File: config.mk
export PLATFORM = sky130hd
export DESIGN_NAME = bht_counter_update
export DESIGN_NICKNAME = d
export VERILOG_FILES = /design/src/rtl/bht_pkg.sv /design/src/rtl/bht_sat_next.sv /design/src/rtl/bht_counter_update.sv
export SDC_FILE = /design/constraint.sdc
export NUM_CORES = 1
export LEC_CHECK = 0
export ABC_AREA = 0
export ABC_CLOCK_PERIOD_IN_PS = 8500
export CAP_MARGIN = 15
export CORE_ASPECT_RATIO = 2
export CORE_UTILIZATION = 55
export DETAILED_ROUTE_END_ITERATION = 10
export DONT_BUFFER_PORTS = 1
export GPL_TIMING_DRIVEN = 0
export PLACE_DENSITY = 0.72
export SLEW_MARGIN = 15
export SYNTH_ARGS = -nofsm -noshare
export SYNTH_HDL_FRONTEND = slang
export SYNTH_SLANG_ARGS = --single-unit
File: constraint.sdc
create_clock -name clk -period 8.5 [get_ports clk]
set_clock_uncertainty 0.2 [all_clocks]
set_input_delay 2.55 -clock clk [delete_from_list [all_inputs] [get_ports clk]]
set_output_delay 2.55 -clock clk [all_outputs]
set_load 0.02 [all_outputs]
File: src/rtl/bht_pkg.sv
// Shared types and constants for the two-bit branch history table.
// Counter encodings, table geometry and the update FSM states.
package bht_pkg;

  localparam int CTR_W   = 2;
  localparam int ENTRIES = 16;
  localparam int IDX_W   = 4;

  localparam logic [CTR_W-1:0] CTR_SNT = 2'b00;
  localparam logic [CTR_W-1:0] CTR_WNT = 2'b01;
  localparam logic [CTR_W-1:0] CTR_WT  = 2'b10;
  localparam logic [CTR_W-1:0] CTR_ST  = 2'b11;

  typedef enum logic {
    ST_RUN   = 1'b0,
    ST_CLEAR = 1'b1
  } state_t;

endpackage

File: src/rtl/bht_sat_next.sv
// Saturating next value of a 2-bit branch counter.
// Shared with the predictor training path.
module bht_sat_next
  import bht_pkg::*;
(
  input  logic [1:0] ctr_i,
  input  logic       taken_i,
  output logic [1:0] ctr_o
);

  always_comb begin
    ctr_o = ctr_i;
    unique case (1'b1)
      (taken_i && ctr_i != CTR_ST):
        ctr_o = ctr_i + 2'd1;
      (!taken_i && ctr_i != CTR_SNT):
        ctr_o = ctr_i - 2'd1;
      default:
        ctr_o = ctr_i;
    endcase
  end

endmodule

File: src/rtl/bht_counter_update.sv
// Write side of the 2-bit predictor: counter table, two-stage
// update pipeline, sweeping table clear and mispredict statistic.
module bht_counter_update #(
  parameter int         ENTRIES  = 16,
  parameter int         IDX_W    = 4,
  parameter logic [1:0] INIT_CTR = 2'b01
) (
  input  logic             clk,
  input  logic             rst,
  input  logic             upd_valid,
  output logic             upd_ready,
  input  logic [IDX_W-1:0] upd_idx,
  input  logic             upd_taken,
  input  logic             clear,
  output logic             clear_busy,
  output logic [1:0]       ctr0,
  output logic [1:0]       ctr1,
  output logic [1:0]       ctr2,
  output logic [1:0]       ctr3,
  output logic [1:0]       ctr4,
  output logic [1:0]       ctr5,
  output logic [1:0]       ctr6,
  output logic [1:0]       ctr7,
  output logic [1:0]       ctr8,
  output logic [1:0]       ctr9,
  output logic [1:0]       ctr10,
  output logic [1:0]       ctr11,
  output logic [1:0]       ctr12,
  output logic [1:0]       ctr13,
  output logic [1:0]       ctr14,
  output logic [1:0]       ctr15,
  output logic             upd_done,
  output logic             upd_mispredict,
  output logic [15:0]      mis_cnt
);

  import bht_pkg::*;

  state_t           state_q, state_d;
  logic [IDX_W-1:0] ptr_q, ptr_d;
  logic             a_valid_q, a_valid_d;
  logic [IDX_W-1:0] a_idx_q, a_idx_d;
  logic             a_taken_q, a_taken_d;
  logic             done_q, done_d;
  logic             mis_q, mis_d;
  logic [15:0]      cnt_q, cnt_d;
  logic [1:0]       ctr_q [ENTRIES];
  logic [1:0]       ctr_d [ENTRIES];

  logic       accept;
  logic       clear_go;
  logic       wr_en;
  logic [1:0] old_ctr;
  logic [1:0] new_ctr;

  assign upd_ready = (state_q == ST_RUN) && !clear && !rst;
  assign accept    = upd_valid && upd_ready;
  assign clear_go  = (state_q == ST_RUN) && clear;
  assign wr_en     = a_valid_q && !clear_go;
  assign old_ctr   = ctr_q[a_idx_q];

  bht_sat_next u_sat (
    .ctr_i   (old_ctr),
    .taken_i (a_taken_q),
    .ctr_o   (new_ctr)
  );

  always_comb begin
    state_d   = state_q;
    ptr_d     = ptr_q;
    ctr_d     = ctr_q;
    cnt_d     = cnt_q;
    a_valid_d = accept;
    a_idx_d   = upd_idx;
    a_taken_d = upd_taken;
    done_d    = accept;
    mis_d     = 1'b0;
    unique case (state_q)
      ST_RUN: begin
        if (clear) begin
          state_d = ST_CLEAR;
          ptr_d   = '0;
        end
        if (wr_en) begin
          ctr_d[a_idx_q] = new_ctr;
          if (mis_q && cnt_q != 16'hFFFF)
            cnt_d = cnt_q + 16'd1;
        end
      end
      ST_CLEAR: begin
        ctr_d[ptr_q] = INIT_CTR;
        ptr_d        = ptr_q + 1'b1;
        if (ptr_q == '0)
          cnt_d = '0;
        if (ptr_q == IDX_W'(ENTRIES - 1))
          state_d = ST_RUN;
      end
      default: state_d = ST_RUN;
    endcase
    // Old MSB as stage B will see it, i.e. after this cycle's write
    if (accept)
      mis_d = ctr_d[upd_idx][1] != upd_taken;
  end

  always_ff @(posedge clk) begin
    if (rst) begin
      state_q   <= ST_RUN;
      ptr_q     <= '0;
      a_valid_q <= 1'b0;
      a_idx_q   <= '0;
      a_taken_q <= 1'b0;
      done_q    <= 1'b0;
      mis_q     <= 1'b0;
      cnt_q     <= '0;
      for (int i = 0; i < ENTRIES; i++)
        ctr_q[i] <= INIT_CTR;
    end else begin
      state_q   <= state_d;
      ptr_q     <= ptr_d;
      a_valid_q <= a_valid_d;
      a_idx_q   <= a_idx_d;
      a_taken_q <= a_taken_d;
      done_q    <= done_d;
      mis_q     <= mis_d;
      cnt_q     <= cnt_d;
      ctr_q     <= ctr_d;
    end
  end

  assign clear_busy     = (state_q == ST_CLEAR);
  assign upd_done       = done_q;
  assign upd_mispredict = mis_q;
  assign mis_cnt        = cnt_q;

  assign ctr0  = ctr_q[0];
  assign ctr1  = ctr_q[1];
  assign ctr2  = ctr_q[2];
  assign ctr3  = ctr_q[3];
  assign ctr4  = ctr_q[4];
  assign ctr5  = ctr_q[5];
  assign ctr6  = ctr_q[6];
  assign ctr7  = ctr_q[7];
  assign ctr8  = ctr_q[8];
  assign ctr9  = ctr_q[9];
  assign ctr10 = ctr_q[10];
  assign ctr11 = ctr_q[11];
  assign ctr12 = ctr_q[12];
  assign ctr13 = ctr_q[13];
  assign ctr14 = ctr_q[14];
  assign ctr15 = ctr_q[15];

endmodule

==> qor.log, run 1 <==
[worst_setup_path] crit path max fanout 6
[route] wire length after detailed routing 10450 um
[yosys] Synth area leaders sky130_fd_sc_hd__dfxtp_1 (36%), sky130_fd_sc_hd__nor2_1 (4.6%), sky130_fd_sc_hd__mux2i_1 (3.6%), sky130_fd_sc_hd__mux4_2 (3.4%), sky130_fd_sc_hd__a21oi_1 (3.3%)
[placement] post-detailed-placement half-perimeter wirelength 7776 um
[sta] setup-violating endpoint count in the final report 0
[route] Top Layer Used met4
[floorplanning] cell row count 39
[placement] placement-stage worst setup slack 2.589 ns
[global_route] largest net degree at the start of global routing 11
[clocking] TritonCTS Buffers 9
[yosys] cells after synthesis 387
[sta] achievable clock frequency 0.1688 GHz
[worst_hold_path] path class of the lowest-slack min-delay path reg2reg
[worst_setup_path] reg-to-reg setup timing slack 4.59 ns
[worst_setup_path] FF-to-FF Start a_idx_q[0]
[clocking] source-to-sink clock delay at the later pin of the worst-skew pair 0.34 ns
[floorplanning] height of the die 112.1 um
[worst_setup_path] family of cells with the greatest summed delay on the critical path simple AND/OR/NAND/NOR gates
[sta] time the worst path needs with I/O delays and setup 5.925 ns
[placement] routability cong. 0.9635
[global_route] wire length of the first global-routing pass 16030 um
[worst_setup_path] library cell contributing the largest single delay on the critical path sky130_fd_sc_hd__nor3_1
[power] power density over the cells 185.8 mW/mm^2
[worst_setup_path] CP Data Required Time 5.75 ns
[route] DRC 10
[final_layout] cell area after layout 0.003701 sq mm
[worst_setup_path] reg2reg path depth 9
[yosys] most area-hungry cell type in the Yosys netlist sky130_fd_sc_hd__dfxtp_1
[yosys] number of distinct standard cells referenced by the synthesized netlist 56
[yosys] nets in the synthesized netlist 401
[job] number of max-capacitance violations reported 0
[route] number of DRC violations after detailed-routing iteration 0 243
[final_layout] Filler Cell Count 495
[route] Routed wire per std cell 22.58 um
[route] met3 wire length 752 um
[final_layout] share of layout cells above drive strength 1 0.09204
[clocking] post-CTS setup buffer count 0
[yosys] Mean Syn Cell Area 8.619 sq um
[final_layout] area growth from synthesis to layout 10.95%
[yosys] top cell type's share of synthesized area 0.3601
[floorplanning] Total Die Area 0.006399 sq mm
[yosys] asr flop ratio synth 0
[clocking] count of H-tree levels built during CTS 3
[route] post-detailed-route count of antenna-violating nets 0
[yosys] number of synthesized register bits 60
[global_route] GR Overflow Total 0
[route] routed wl met2 5498 um
[placement] I/O Buffers 0
[final_layout] number of nets in the layout 412
[sta] Worst slew margin 0.2298
[placement] post-place instance area 0.003412 sq mm
[run_status] status complete, but fails checks
[clocking] Post-CTS Resized 0
[clocking] root buffer cell sky130_fd_sc_hd__clkbuf_16
[floorplanning] number of ports placed on the die boundary 61
[worst_hold_path] hold path depth 2
[clocking] TritonCTS clock tree yes
[sta] RSZ-0062 raised after global routing false
[worst_setup_path] maximum single-stage delay on the critical path 0.62 ns
[route] Pre-antenna DRT Iters 8
[yosys] Mapped Area 0.003336 sq mm
[global_route] number of antenna violations at the first check in global routing 0
[worst_setup_path] arrival time at the worst endpoint 3.17 ns
[clocking] clk sinks 60
[clocking] clock edge transition at the registers on the reported setup and hold paths 0.05 ns
[sta] Slew Viols, Final 0
[yosys] share of the yosys chip area belonging to registers 0.3601
[yosys] number of enable-type register cells in the synthesized netlist 0
[yosys] dominant synthesized flop cell sky130_fd_sc_hd__dfxtp_1
[clocking] total of hold buffers inserted after clock tree synthesis 0
[route] via count normalized by instance count 6.793
[floorplanning] horizontal extent of the die 57.07 um
[worst_setup_path] Critical Setup Path Class in2out
[sta] Tcrit/Tclk final 0.6970
[worst_setup_path] first element of the critical path clear
[worst_setup_path] endpoint type of the worst setup path output pin
[power] Worst VDD drop 0.0001191 V
[yosys] count of warnings emitted by yosys 0
[worst_setup_path] list of cells traversed by the critical path nor3_1
[worst_setup_path] category of the worst setup path launch point input port
[power] leakage power 0.001372 uW
[run_status] violations in the final reports DRC
[worst_setup_path] CP bufs+invs 0
[route] total vias in the final route 3145
[worst_setup_path] timing endpoint of the critical path upd_ready
[sta] setup slack of the critical path after layout 2.575 ns
[sta] slew at the pin closest to its max-slew limit 1.123 ns
[route] met1 WL 3441 um
[global_route] overall routing resource usage 0.3436
[sta] count of final hold-check violations 0
[worst_setup_path] Stages on worst setup path 1
[sta] setup total negative slack 0 ns
[global_route] vias in the first global route 3123
[final_layout] number of inserted diodes 0
[floorplanning] core region area 0.005758 sq mm
[final_layout] highest-count cells in the layout ignoring fill and taps sky130_fd_sc_hd__dfxtp_1 (60), sky130_fd_sc_hd__nor2_1 (41), sky130_fd_sc_hd__nand2_1 (29), sky130_fd_sc_hd__a21oi_1 (22)
[final_layout] most common cell after layout, fill and taps aside sky130_fd_sc_hd__dfxtp_1
[floorplanning] initial cell density of the core 0.5793
[clocking] maximum number of buffers from clock root to sink 2
==> how the worst min path moves through the flow <==
stage / from / endpoint / slack [ns]
2_1_floorplan: mis_cnt[1] / mis_cnt[1] / 0.35
3_3_place_gp: mis_cnt[1] / mis_cnt[1] / 0.37
3_5_place_dp: mis_cnt[1] / mis_cnt[1] / 0.39
4_1_cts: mis_cnt[1] / mis_cnt[1] / 0.40
5_1_grt: mis_cnt[1] / mis_cnt[1] / 0.42
6_report: flop / flop / 0.40
==> per-stage QoR <==
stage / hold WS (ns) / total power [uW] / utilization / std cells
2_1_floorplan: 0.3536 / 327.3 / - / 387
3_3_place_gp: 0.3745 / 342.6 / 0.5926 / 448
3_5_place_dp: 0.3903 / 342.8 / 0.5926 / 448
4_1_cts: 0.3977 / 689.9 / 0.6428 / 463
5_1_grt: 0.4155 / 707.5 / 0.6428 / 463
6_report: 0.4033 / 687.6 / 0.6428 / 463
==> routing by layer <==
layer / GRT usage / vias up
met1: 0.3221 / 1484
met2: 0.5953 / 172
li1: - / 1432
met5: 0 / -
met4: 0.2862 / 0
met3: 0.09562 / 57
==> synth_stat cells, types with 2 or more instances <==
| master | instances |
|---|---|
| sky130_fd_sc_hd__dfxtp_1 | 60 |
| sky130_fd_sc_hd__nor2_1 | 41 |
| sky130_fd_sc_hd__nand2_1 | 29 |
| sky130_fd_sc_hd__a21oi_1 | 22 |
| sky130_fd_sc_hd__inv_1 | 16 |
| sky130_fd_sc_hd__clkbuf_1 | 15 |
| sky130_fd_sc_hd__nor2b_1 | 14 |
| sky130_fd_sc_hd__nor3_1 | 13 |
| sky130_fd_sc_hd__mux2i_1 | 12 |
| sky130_fd_sc_hd__nand3_1 | 12 |
| sky130_fd_sc_hd__nand4_1 | 11 |
| sky130_fd_sc_hd__o21ai_0 | 11 |
| sky130_fd_sc_hd__and3_1 | 9 |
| sky130_fd_sc_hd__nand2b_1 | 8 |
| sky130_fd_sc_hd__or2_2 | 8 |
| sky130_fd_sc_hd__xor2_1 | 8 |
| sky130_fd_sc_hd__o211ai_1 | 7 |
| sky130_fd_sc_hd__o22ai_1 | 7 |
| sky130_fd_sc_hd__a211oi_1 | 5 |
| sky130_fd_sc_hd__a31oi_1 | 5 |
| sky130_fd_sc_hd__and2_1 | 5 |
| sky130_fd_sc_hd__ha_1 | 5 |
| sky130_fd_sc_hd__mux4_2 | 5 |
| sky130_fd_sc_hd__mux4_1 | 4 |
| sky130_fd_sc_hd__nor3b_1 | 4 |
| sky130_fd_sc_hd__o32ai_1 | 4 |
| sky130_fd_sc_hd__or3_1 | 4 |
| sky130_fd_sc_hd__and4_1 | 3 |
| sky130_fd_sc_hd__maj3_1 | 3 |
| sky130_fd_sc_hd__xnor2_1 | 3 |
| sky130_fd_sc_hd__and2_0 | 2 |
| sky130_fd_sc_hd__and3b_1 | 2 |
| sky130_fd_sc_hd__buf_2 | 2 |
| sky130_fd_sc_hd__mux2_2 | 2 |
| sky130_fd_sc_hd__nor4b_1 | 2 |
| sky130_fd_sc_hd__o211a_1 | 2 |
| sky130_fd_sc_hd__o21bai_1 | 2 |
| sky130_fd_sc_hd__o31ai_1 | 2 |
==> final cells by class <==
| class | instances | area, sq um | share of cell area |
|---|---|---|---|
| clock inverter | 1 | 5.005 | 0.001352 |
| buffer | 19 | 92.59 | 0.02502 |
| tap | 61 | 76.32 | 0.02062 |
| clock buffer | 14 | 284.0 | 0.07674 |
| inverter | 16 | 60.06 | 0.01623 |
| sequential | 60 | 1201 | 0.3245 |
| multi-input combinational | 292 | 1982 | 0.5355 |
==> cells by family after synthesis <==
kind of cell	count (synthesis)	share of synthesized area
compound gates	78	0.1545
buf+inv	35	0.04576
fa+ha+maj	9	0.03113
flops	60	0.3601
xor+xnor	11	0.02888
simple gates	169	0.2629
mux	25	0.1167
==> power by group <==
group | total, uW | internal, uW | switching [uW]
logic | 50.1 | 15.2 | 34.9
clock network | 349 | 226 | 122
registers | 289 | 285 | 3.98
Power figures use the tool's default switching activity.
==> run 2, diff against run 1 <==
--- a/config.mk
+++ b/config.mk
@@ -6,7 +6,7 @@
 export NUM_CORES = 1
 export LEC_CHECK = 0
 export ABC_AREA = 0
-export ABC_CLOCK_PERIOD_IN_PS = 8500
+export ABC_CLOCK_PERIOD_IN_PS = 5640
 export CAP_MARGIN = 15
 export CORE_ASPECT_RATIO = 2
 export CORE_UTILIZATION = 55
==> constraint.sdc (replaced) <==
create_clock -name clk -period 5.64 [get_ports clk]
set_clock_uncertainty 0.2 [all_clocks]
set_input_delay 1.692 -clock clk [delete_from_list [all_inputs] [get_ports clk]]
set_output_delay 1.692 -clock clk [all_outputs]
set_load 0.02 [all_outputs]
==> results of run 2 <==
Same layout as run 1 (identical final DEF). Status: complete, but fails checks: DRC.
Main changes from that run: setup slack after placement 2.589 ns -> 1.165 ns; setup slack after layout 2.575 ns -> 1.376 ns; end point of the critical path upd_ready -> upd_mispredict; register-to-register setup slack 4.59 ns -> 1.73 ns; total power 687.6 uW -> 1036 uW; worst IR drop on VDD 0.0001191 V -> 0.0001794 V
==> run 3, diff against run 2 <==
--- a/config.mk
+++ b/config.mk
@@ -6,14 +6,14 @@
 export NUM_CORES = 1
 export LEC_CHECK = 0
 export ABC_AREA = 0
-export ABC_CLOCK_PERIOD_IN_PS = 5640
+export ABC_CLOCK_PERIOD_IN_PS = 3900
 export CAP_MARGIN = 15
 export CORE_ASPECT_RATIO = 2
 export CORE_UTILIZATION = 55
 export DETAILED_ROUTE_END_ITERATION = 10
 export DONT_BUFFER_PORTS = 1
 export GPL_TIMING_DRIVEN = 0
-export PLACE_DENSITY = 0.72
+export PLACE_DENSITY = 0.75
 export SLEW_MARGIN = 15
 export SYNTH_ARGS = -nofsm -noshare
 export SYNTH_HDL_FRONTEND = slang
==> constraint.sdc (replaced) <==
create_clock -name clk -period 3.9 [get_ports clk]
set_clock_uncertainty 0.2 [all_clocks]
set_input_delay 1.17 -clock clk [delete_from_list [all_inputs] [get_ports clk]]
set_output_delay 1.17 -clock clk [all_outputs]
set_load 0.02 [all_outputs]
==> run 3 against run 2 <==
The flow still finishes with violations (DRC). Sequential share of layout area is 0.48 points lower. Flip-flop and latch count unchanged. Register-to-register slack got worse by 1.5 ns. Design area is 1.5% higher. First-iteration DRC count shrank 11%. Cell count grew 0.22%. Critical path type is now reg2out. Largest cell class unchanged. Highest routed layer unchanged.
==> qor.log, run 3 (same netlist as run 1, synthesis figures left out) <==
[placement] routability cong. 0.9932 [+3.1%]
[floorplanning] initial cell density of the core 0.5793 [unchanged]
[sta] hold_ws 0.4055 ns [+0.002260 ns]
[final_layout] area growth from synthesis to layout 12.60%
[power] Internal Pwr Total 1262 uW
[final_layout] highest-count cells in the layout ignoring fill and taps sky130_fd_sc_hd__dfxtp_1 (60), sky130_fd_sc_hd__nor2_1 (41), sky130_fd_sc_hd__nand2_1 (29), sky130_fd_sc_hd__a21oi_1 (22), sky130_fd_sc_hd__inv_1 (16)
[clocking] post-CTS setup buffer count 0 [unchanged]
[power] switch share 0.2209
[power] portion of total power attributed to combinational logic 0.068 [-0.005]
[route] Routed wire per std cell 22.91 um [+1.5%]
[final_layout] number of inserted diodes 0 [unchanged]
[worst_setup_path] CP Data Required Time 2.53 ns
[final_layout] number of nets in the layout 412 [unchanged]
[route] number of DRC violations after detailed-routing iteration 0 217 [-11%]
[global_route] number of antenna violations at the first check in global routing 0 [unchanged]
[worst_setup_path] category of the worst setup path launch point flop
[route] wire length after detailed routing 10630 um [+1.7%]
[sta] time the worst path needs with I/O delays and setup 3.642 ns
[floorplanning] horizontal extent of the die 57.07 um [unchanged]
[worst_setup_path] reg-to-reg setup timing slack 0.28 ns
[sta] achievable clock frequency 0.2746 GHz
[power] Total Power Consumption 1620 uW
[placement] I/O Buffers 0 [unchanged]
[sta] setup-violating endpoint count in the final report 0 [unchanged]
[route] post-detailed-route count of antenna-violating nets 0 [unchanged]
[clocking] Post-CTS Resized 0 [unchanged]
[final_layout] most common cell after layout, fill and taps aside sky130_fd_sc_hd__dfxtp_1
[sta] Slew Viols, Final 0 [unchanged]
[power] leakage power 0.001395 uW [+1.7%]
[sta] slew at the pin closest to its max-slew limit 0.9534 ns [-0.1698 ns]
[route] Pre-antenna DRT Iters 8 [unchanged]
[worst_setup_path] arrival time at the worst endpoint 2.27 ns
[placement] post-detailed-placement half-perimeter wirelength 7837 um [+0.78%]
[power] power share of the sequential group 0.388 [-0.032]
[clocking] total of hold buffers inserted after clock tree synthesis 0 [unchanged]
[final_layout] share of layout cells above drive strength 1 0.1017 [+0.009697]
[power] Worst VDD drop 0.0004041 V
[global_route] largest net degree at the start of global routing 11 [unchanged]
[worst_setup_path] endpoint type of the worst setup path output pin
[clocking] clock edge transition at the registers on the reported setup and hold paths 0.05 ns [about the same]
[run_status] status complete, but fails checks
[sta] Tcrit/Tclk final 0.9338
[clocking] root buffer cell sky130_fd_sc_hd__clkbuf_16
[clocking] count of H-tree levels built during CTS 3 [unchanged]
[placement] post-place instance area 0.003412 sq mm [unchanged]
[sta] Worst slew margin 0.3631 [+0.1332]
[worst_setup_path] crit path max fanout 10 [+4]
[clocking] TritonCTS clock tree yes
[run_status] violations in the final reports DRC
[route] total vias in the final route 3150 [+0.16%]
[floorplanning] height of the die 112.1 um [unchanged]
[job] number of max-capacitance violations reported 0 [unchanged]
[power] power density over the cells 431.2 mW/mm^2
[clocking] maximum number of buffers from clock root to sink 2 [unchanged]
[global_route] vias in the first global route 3227 [+3.3%]
[sta] count of final hold-check violations 0 [unchanged]
[clocking] source-to-sink clock delay at the later pin of the worst-skew pair 0.34 ns [about the same]
[worst_setup_path] FF-to-FF Start a_idx_q[3]
[power] share of power burned in the clock network 0.544 [+0.037]
[global_route] GR Overflow Total 0 [unchanged]
[global_route] wire length of the first global-routing pass 16490 um [+2.9%]
[sta] setup total negative slack 0 ns [unchanged]
[sta] setup slack of the critical path after layout 0.2582 ns
[sta] RSZ-0062 raised after global routing false
[worst_setup_path] Critical Setup Path Class reg2out
[floorplanning] Total Die Area 0.006399 sq mm [unchanged]
[final_layout] cell area after layout 0.003756 sq mm [+1.5%]
[floorplanning] core region area 0.005758 sq mm [unchanged]
[route] DRC 12 [+2]
[clocking] TritonCTS Buffers 9 [unchanged]
[floorplanning] number of ports placed on the die boundary 61 [unchanged]
[clocking] clk sinks 60 [unchanged]
[route] via count normalized by instance count 6.789 [about the same]
[worst_hold_path] path class of the lowest-slack min-delay path reg2reg
[placement] placement-stage worst setup slack 0.01726 ns
[worst_setup_path] first element of the critical path clear_busy
[floorplanning] cell row count 39 [unchanged]
[global_route] overall routing resource usage 0.3498 [+0.006184]
[power] switching power total 357.9 uW
[run 3: cell count changes in the layout (fill, tap and decap cells not counted)]
cell	previous run	this run
sky130_fd_sc_hd__clkinv_2	1	2
sky130_fd_sc_hd__clkbuf_1	16	15
sky130_fd_sc_hd__mux2i_2	1	3
sky130_fd_sc_hd__bufinv_16	0	2
sky130_fd_sc_hd__clkbuf_8	4	3
sky130_fd_sc_hd__mux2i_1	12	10
[run 3: layer usage]
layer / track usage / up-vias / wire length, um
met5: 0 / - / 0
met4: 0.2813 / 0 / 778
met3: 0.1060 / 61 / 981
met2: 0.6047 / 200 / 5468
met1: 0.3282 / 1456 / 3400
li1: - / 1433 / -
[run 3: power groups by stage]
stage / clock network [uW] / logic, uW / registers, uW
floorplan: 0 / 74.1 / 639
global placement: 0 / 106 / 641
detailed placement: 0 / 106 / 641
CTS: 887 / 106 / 628
global route: 925 / 118 / 629
finish: 880 / 111 / 629
[run 3: worst paths after layout]
check / end / cells after the start
worst min-delay path: flop / 2
worst min register to register: flop / 2
worst max register to register: upd_mispredict / 10
worst max-delay path: upd_ready / 4
[run 3: through the flow]
| stage | instances | utilization |
|---|---|---|
| finish | 464 | 0.6523 |
| global route | 464 | 0.6523 |
| CTS | 464 | 0.6510 |
| detailed placement | 448 | 0.5926 |
| global placement | 448 | 0.5926 |
| floorplan | 387 | - |
[run 3: worst max-delay path: stages (launching register included)]
cell and delay (ns):
sky130_fd_sc_hd__dfxtp_1 0.37, sky130_fd_sc_hd__clkbuf_1 0.23, sky130_fd_sc_hd__clkbuf_1 0.31, sky130_fd_sc_hd__clkbuf_1 0.31, sky130_fd_sc_hd__nor3_1 0.71
[run 3: area by class of cell]
cell class / instances / area (sq um)
well taps: 61 / 76.32
inverters: 16 / 60.06
fillers: 506 / 2002
plain buffers: 19 / 92.59
multi-input cells: 292 / 1989
clock inverters: 4 / 70.07
flip-flops and latches: 60 / 1201
clock buffers: 12 / 266.5
